**config.mk**
```make
export PLATFORM = sky130hd
export DESIGN_NAME = cache2way_ctrl
export DESIGN_NICKNAME = d
export VERILOG_FILES = /design/src/rtl/cache_ctrl_pkg.sv /design/src/rtl/mem_rd_tracker.sv /design/src/rtl/cache2way_ctrl.sv
export SDC_FILE = /design/constraint.sdc
export NUM_CORES = 1
export LEC_CHECK = 0
export CORE_ASPECT_RATIO = 1.1
export CORE_MARGIN = 10
export CORE_UTILIZATION = 42
export DETAILED_ROUTE_END_ITERATION = 8
export PLACE_DENSITY_LB_ADDON = 0.05
export SKIP_CTS_REPAIR_TIMING = 1
export SYNTH_ARGS = -nofsm -noshare
export SYNTH_HDL_FRONTEND = slang
export SYNTH_SLANG_ARGS = --single-unit
```
**constraint.sdc**
```tcl
create_clock -name clk -period 4.4 [get_ports clk]
set_clock_uncertainty 0.2 [all_clocks]
set_input_delay 0.88 -clock clk [delete_from_list [all_inputs] [get_ports clk]]
set_output_delay 0.88 -clock clk [all_outputs]
set_load 0.01 [all_outputs]
```
**src/rtl/cache_ctrl_pkg.sv**
```systemverilog
// Shared types and address geometry for the 2-way cache controller.
package cache_ctrl_pkg;

    localparam int unsigned ADDR_W         = 16;
    localparam int unsigned DATA_W         = 16;
    localparam int unsigned TAG_W          = 5;
    localparam int unsigned IDX_W          = 8;
    localparam int unsigned OFF_W          = 3;
    localparam int unsigned WORDS_PER_LINE = 4;
    localparam int unsigned WORD_W         = 2;
    localparam int unsigned TAG_LSB        = IDX_W + OFF_W;
    localparam int unsigned IDX_LSB        = OFF_W;
    localparam int unsigned WORD_LSB       = 1;

    typedef enum logic [1:0] {
        IDLE  = 2'd0,
        WB    = 2'd1,
        ALLOC = 2'd2,
        RETRY = 2'd3
    } state_t;

    // Byte address of one word in a line; words are 16-bit aligned.
    function automatic logic [ADDR_W-1:0] line_addr(
        input logic [TAG_W-1:0]  tag,
        input logic [IDX_W-1:0]  idx,
        input logic [WORD_W-1:0] word
    );
        return {tag, idx, word, 1'b0};
    endfunction

endpackage

```
**src/rtl/mem_rd_tracker.sv**
```systemverilog
// Delay line matching memory read latency; tags each return with its word offset.
module mem_rd_tracker #(
    parameter int unsigned MEM_LAT = 2
) (
    input  logic       clk,
    input  logic       rst,
    input  logic       push,
    input  logic [1:0] push_word,
    output logic       ret_valid,
    output logic [1:0] ret_word
);

    logic [MEM_LAT-1:0]      vld;
    logic [MEM_LAT-1:0][1:0] wrd;

    always_ff @(posedge clk) begin
        if (rst) begin
            vld <= '0;
            wrd <= '0;
        end else begin
            vld[0] <= push;
            wrd[0] <= push_word;
            for (int i = 1; i < int'(MEM_LAT); i++) begin
                vld[i] <= vld[i-1];
                wrd[i] <= wrd[i-1];
            end
        end
    end

    assign ret_valid = vld[MEM_LAT-1];
    assign ret_word  = wrd[MEM_LAT-1];

endmodule

```
**src/rtl/cache2way_ctrl.sv**
```systemverilog
// CPU-side controller for a 2-way set-associative cache over a 4-word-line memory.
// Define CACHE_CTRL_REQ_CHECK_EN to reject Rd&Wr and odd addresses with err/Done.
module cache2way_ctrl
    import cache_ctrl_pkg::*;
#(
    parameter int unsigned MEM_LAT = 2
) (
    input  logic              clk,
    input  logic              rst,
    input  logic [ADDR_W-1:0] Addr,
    input  logic [DATA_W-1:0] DataIn,
    input  logic              Rd,
    input  logic              Wr,
    output logic [DATA_W-1:0] DataOut,
    output logic              Done,
    output logic              Stall,
    output logic              CacheHit,
    output logic              err,
    output logic              c_enable,
    output logic              c_comp,
    output logic              c_write,
    output logic              c_valid_in,
    output logic              c_invert_victimway,
    output logic [TAG_W-1:0]  c_tag_in,
    output logic [IDX_W-1:0]  c_index,
    output logic [OFF_W-1:0]  c_offset,
    output logic [DATA_W-1:0] c_data_in,
    input  logic [TAG_W-1:0]  c_tag_out,
    input  logic [DATA_W-1:0] c_data_out,
    input  logic              c_hit,
    input  logic              c_dirty,
    input  logic              c_valid,
    input  logic              c_err,
    output logic [ADDR_W-1:0] mem_addr,
    output logic [DATA_W-1:0] mem_data_in,
    output logic              mem_wr,
    output logic              mem_rd,
    input  logic [DATA_W-1:0] mem_data_out,
    input  logic              mem_stall
);

    state_t              state;
    logic [WORD_W-1:0]   wb_cnt;
    logic [2:0]          issue_cnt;
    logic [2:0]          recv_cnt;
    logic [TAG_W-1:0]    tag_l;
    logic [IDX_W-1:0]    idx_l;
    logic [WORD_W-1:0]   word_l;
    logic [DATA_W-1:0]   data_l;
    logic                wr_l;

    logic                req;
    logic                req_bad;
    logic                hit;
    logic                issue;
    logic                ret_valid;
    logic [WORD_W-1:0]   ret_word;
    logic                err_req;

    assign req   = Rd | Wr;
    assign hit   = c_hit & c_valid;
    assign issue = (state == ALLOC) && (issue_cnt < 3'(WORDS_PER_LINE)) && !mem_stall && !rst;

`ifdef CACHE_CTRL_REQ_CHECK_EN
    assign req_bad = req & ((Rd & Wr) | Addr[0]);
`else
    logic unused_addr0;
    assign unused_addr0 = Addr[0];
    assign req_bad      = 1'b0;
`endif

    mem_rd_tracker #(.MEM_LAT(MEM_LAT)) u_tracker (
        .clk       (clk),
        .rst       (rst),
        .push      (issue),
        .push_word (issue_cnt[WORD_W-1:0]),
        .ret_valid (ret_valid),
        .ret_word  (ret_word)
    );

    // State, counters and request latches.
    always_ff @(posedge clk) begin
        if (rst) begin
            state     <= IDLE;
            wb_cnt    <= '0;
            issue_cnt <= '0;
            recv_cnt  <= '0;
            tag_l     <= '0;
            idx_l     <= '0;
            word_l    <= '0;
            data_l    <= '0;
            wr_l      <= 1'b0;
        end else begin
            case (state)
                IDLE: begin
                    if (req && !req_bad && !hit) begin
                        tag_l     <= Addr[TAG_LSB +: TAG_W];
                        idx_l     <= Addr[IDX_LSB +: IDX_W];
                        word_l    <= Addr[WORD_LSB +: WORD_W];
                        data_l    <= DataIn;
                        wr_l      <= Wr;
                        wb_cnt    <= '0;
                        issue_cnt <= '0;
                        recv_cnt  <= '0;
                        state     <= (c_valid && c_dirty) ? WB : ALLOC;
                    end
                end
                WB: begin
                    if (!mem_stall) begin
                        wb_cnt <= wb_cnt + 2'd1;
                        if (wb_cnt == 2'(WORDS_PER_LINE - 1)) state <= ALLOC;
                    end
                end
                ALLOC: begin
                    if (issue) issue_cnt <= issue_cnt + 3'd1;
                    if (ret_valid) begin
                        recv_cnt <= recv_cnt + 3'd1;
                        if (recv_cnt == 3'(WORDS_PER_LINE - 1)) state <= RETRY;
                    end
                end
                default: state <= IDLE;
            endcase
        end
    end

    // Cache / memory / CPU outputs; the IDLE compare is combinational for zero-latency hits.
    always_comb begin
        DataOut            = '0;
        Done               = 1'b0;
        Stall              = 1'b0;
        CacheHit           = 1'b0;
        err_req            = 1'b0;
        c_enable           = 1'b0;
        c_comp             = 1'b0;
        c_write            = 1'b0;
        c_valid_in         = 1'b0;
        c_invert_victimway = 1'b0;
        c_tag_in           = '0;
        c_index            = '0;
        c_offset           = '0;
        c_data_in          = '0;
        mem_addr           = '0;
        mem_data_in        = '0;
        mem_wr             = 1'b0;
        mem_rd             = 1'b0;
        if (!rst) begin
            case (state)
                IDLE: begin
                    if (req_bad) begin
                        Done    = 1'b1;
                        err_req = 1'b1;
                    end else if (req) begin
                        c_enable   = 1'b1;
                        c_comp     = 1'b1;
                        c_write    = Wr;
                        c_valid_in = Wr;
                        c_tag_in   = Addr[TAG_LSB +: TAG_W];
                        c_index    = Addr[IDX_LSB +: IDX_W];
                        c_offset   = {Addr[WORD_LSB +: WORD_W], 1'b0};
                        c_data_in  = DataIn;
                        if (hit) begin
                            Done               = 1'b1;
                            CacheHit           = 1'b1;
                            DataOut            = c_data_out;
                            c_invert_victimway = 1'b1;
                        end else begin
                            Stall = 1'b1;
                        end
                    end
                end
                WB: begin
                    Stall       = 1'b1;
                    c_enable    = 1'b1;
                    c_tag_in    = tag_l;
                    c_index     = idx_l;
                    c_offset    = {wb_cnt, 1'b0};
                    mem_wr      = 1'b1;
                    mem_addr    = line_addr(c_tag_out, idx_l, wb_cnt);
                    mem_data_in = c_data_out;
                end
                ALLOC: begin
                    Stall = 1'b1;
                    if (issue_cnt < 3'(WORDS_PER_LINE)) begin
                        mem_rd   = 1'b1;
                        mem_addr = line_addr(tag_l, idx_l, issue_cnt[WORD_W-1:0]);
                    end
                    if (ret_valid) begin
                        c_enable   = 1'b1;
                        c_write    = 1'b1;
                        c_valid_in = 1'b1;
                        c_tag_in   = tag_l;
                        c_index    = idx_l;
                        c_offset   = {ret_word, 1'b0};
                        c_data_in  = mem_data_out;
                    end
                end
                default: begin
                    Stall              = 1'b1;
                    c_enable           = 1'b1;
                    c_comp             = 1'b1;
                    c_write            = wr_l;
                    c_valid_in         = wr_l;
                    c_tag_in           = tag_l;
                    c_index            = idx_l;
                    c_offset           = {word_l, 1'b0};
                    c_data_in          = data_l;
                    Done               = 1'b1;
                    DataOut            = c_data_out;
                    c_invert_victimway = 1'b1;
                end
            endcase
        end
        err = err_req | (c_enable & c_err);
    end

endmodule
```
==> out/results.ini <==
[global_routing]
grt_pass1_wl_mm=17.35
global_route.usage.met2_pct=34.38
grt-ovfl-total=0
global_route.usage.met1_pct=23.26
grt_max_degree=33
grt_use_met3_pct=4.177
gr-max-usage-layer=met2
antenna_found_initial=0
groute.usage.overall_pct=19.26
vias_in_the_first_global_route=3263

[detailed_routing]
drtIter0Drc=198
detailroute.via_count=3392
route.final.wire_length_mm=11.21
ant_nets=0
drcViolationCount=0
drt_pass1_iterations=4
route.detailed.wl_per_inst_um=17.47
drt-vias-per-instance=5.283

[floorplan]
start_util_pct=43.09
rows=32
die_h_um=108.7
die_area_sq_um=10930
io-pin-count=169
die_width_um=100.6
core-area_sq_um=6967

[sta]
finalSetupTns_ps=0
setup-violations-final=0
report.final.slew_viol_count=0
grt_setup_unrepaired=no
max_slew.worst_pin.slew_ps=912.9
fmaxAchievable_mhz=243.5
slew-limit-headroom_pct=39.02
minimum_clock_period_ps=4106
period_share_pct=93.32
timing_hold_violations_final=0

[run_status]
status=finished clean

[synthesis]
postSynth.topFlopCell=sky130_fd_sc_hd__dfxtp_1
post_synth_inst_count=408
seq_area_frac_synth_pct=32.01
post_synthesis_register_bit_count=48
yosys_warnings=0
mean_cell_area_of_the_mapped_netlist_sq_um=7.357
synth.cell_area_sq_um=3002
synth-edff-count=0
async_flop_share_pct=0
cells_taking_the_most_area_after_synthesis=sky130_fd_sc_hd__dfxtp_1 32%, sky130_fd_sc_hd__and2_1 9.4%, sky130_fd_sc_hd__nand2_1 8.9%, sky130_fd_sc_hd__a21oi_1 7.0%, sky130_fd_sc_hd__a221oi_1 6.1%
synth.top_cell.area_share_pct=32.01
synth_area_leader_cell=sky130_fd_sc_hd__dfxtp_1
number_of_distinct_library_cell_variants_in_the_gate_level_netlist_after_synthesis=42

[pwr]
power_per_cell_area_nw_per_um2=371.3
worst_ir_drop_vdd_mv=0.2331
p_int_mw=1.073
switchingPower_uw=697.2
switching_share_pct=39.38
clock_network_power_share_pct=14.4
leakagePower_nw=1.807
pwr-share-comb_pct=54.2
seqPwrFrac_pct=31.4

[cells_and_area]
areaGrowthSynthToFinish_pct=58.86
layout-drive-gt1-share_pct=5.206
filler_cell_count=628
diode_count=0
final_util_pct=68.44
layout.nets=646

[hold_path]
hp-class=reg2reg

[worst_setup_path]
worst-path-max-fanout=10
max_stage_delay_ps=540
cp_data_required_time_ps=3320
critical_path_class=reg2out
cp_data_arrival_time_ps=3030
cp_cell_sequence=inv_1, ha_1, nor2_1, or2_1, nor2b_1, a22o_1, clkdlybuf4s50_1
worst_path_max_delay_cell=sky130_fd_sc_hd__clkdlybuf4s50_1
critical_path_end_type=output pin
setup.worst_path.start_class=flop

[cts]
tritoncts=yes
master_cell_of_the_clock_root_buffer=sky130_fd_sc_hd__clkbuf_8
cts_num_sinks=48
clkTransAtPathRegs_ps=90
htree_levels=2
ctsLongestPathBuffers=2
tritoncts.num_buffers=5
clk_latency_ps=300

[run]
maxCapViolations=0

[placement]
port-buffer-count=165
globalplace.congestion=0.8008
place_hpwl_mm=8.744

[worst paths after layout]
path	slack, ps	depth (start not counted)	startpoint	to
worst max-delay path	290	7	state[1]	c_index[5]
worst min register to register	240	1	u_tracker.wrd[0]	u_tracker.ret_word[0]
worst min-delay path	240	1	u_tracker.wrd[0]	u_tracker.ret_word[0]
worst max register to register	2020	8	state[0]	idx_l[5]
[critical path, delay by kind of cell, from the launching register on]
family                     cells  cell delay [ps]
and+or+nand+nor                3             1000
buffers and inverters          2              680
DFF                            1              460
adders and majority gates      1              340
AOI/OAI and AO/OA              1              250
[Yosys cell counts (all sizes together) (7+ instances only)]
cell / count
inv: 9
a221oi: 21
a22oi: 13
a21oi: 43
and2: 46
buf: 13
dfxtp: 48
ha: 11
nor2: 41
a22o: 7
nor2b: 15
nor3: 17
clkbuf: 23
nand2: 71
[layout by cell type, fill, tap and decap left out, drive strengths merged, types with 5 or more instances in the layout]
master         instances
a21oi                 43
a221oi                21
a22o                   7
a22oi                 13
and2                  46
buf                   13
clkbuf                 5
clkdlybuf4s50        164
dfxtp                 48
ha                    11
inv                    9
nand2                 71
nor2                  41
nor2b                 15
nor3                  17
[state kept, by name, indices dropped and copies added (netlist names), 3 cells and up]
register   cells
tag_l          5
issue_cnt      3
data_l        16
idx_l          8
recv_cnt       3
[power groups by stage]
stage / registers, mW / clock network, mW / logic, mW
final: 0.556 / 0.255 / 0.960
after global routing: 0.567 / 0.278 / 1.05
after CTS: 0.555 / 0.260 / 0.971
after detailed placement: 0.566 / 0 / 0.967
after global placement: 0.562 / 0 / 0.950
after floorplan: 0.554 / 0 / 0.561
[cell type report]
| type | instances | area (sq um) | area share, % |
|---|---|---|---|
| multi-input cells | 316 | 1849 | 38.78 |
| repair buffers | 177 | 1737 | 36.42 |
| flip-flops and latches | 48 | 960.9 | 20.15 |
| well taps | 85 | 106.4 | 2.230 |
| clock buffers | 5 | 68.82 | 1.443 |
| inverters | 9 | 33.78 | 0.7085 |
| clock inverters | 2 | 12.51 | 0.2624 |
[metal layers]
metal  vias up  routed length (um)  share of wire [%]
met5         -                   0                  0
met4         0                  65               0.58
met3         5                 620                5.5
met2        95                5850                 52
met1      1605                4675                 42
li1       1687                   -                  -
[kinds of logic after synthesis]
kind of cell	count (synthesis)	synth area share, %
adder cells (fa/ha/maj)	11	4.585
multiplexers	4	1.334
AND/OR/NAND/NOR	202	32.97
other	1	0.1249
flip-flops	48	32.01
buffers and inverters	45	6.628
AO/OA/AOI/OAI	97	22.34
[stage by stage]
step	instances	worst slack (ps)	instance area, sq um	power [mW]	hold slack [ps]
after floorplan	409	1397	3005	1.115	213.8
after global placement	635	398.2	4687	1.512	219.2
after detailed placement	635	367.4	4687	1.532	220.4
after CTS	642	273.4	4768	1.786	242.2
after global routing	642	65.10	4768	1.895	265.2
final	642	293.8	4768	1.771	241.8
Power figures use the tool's default switching activity.
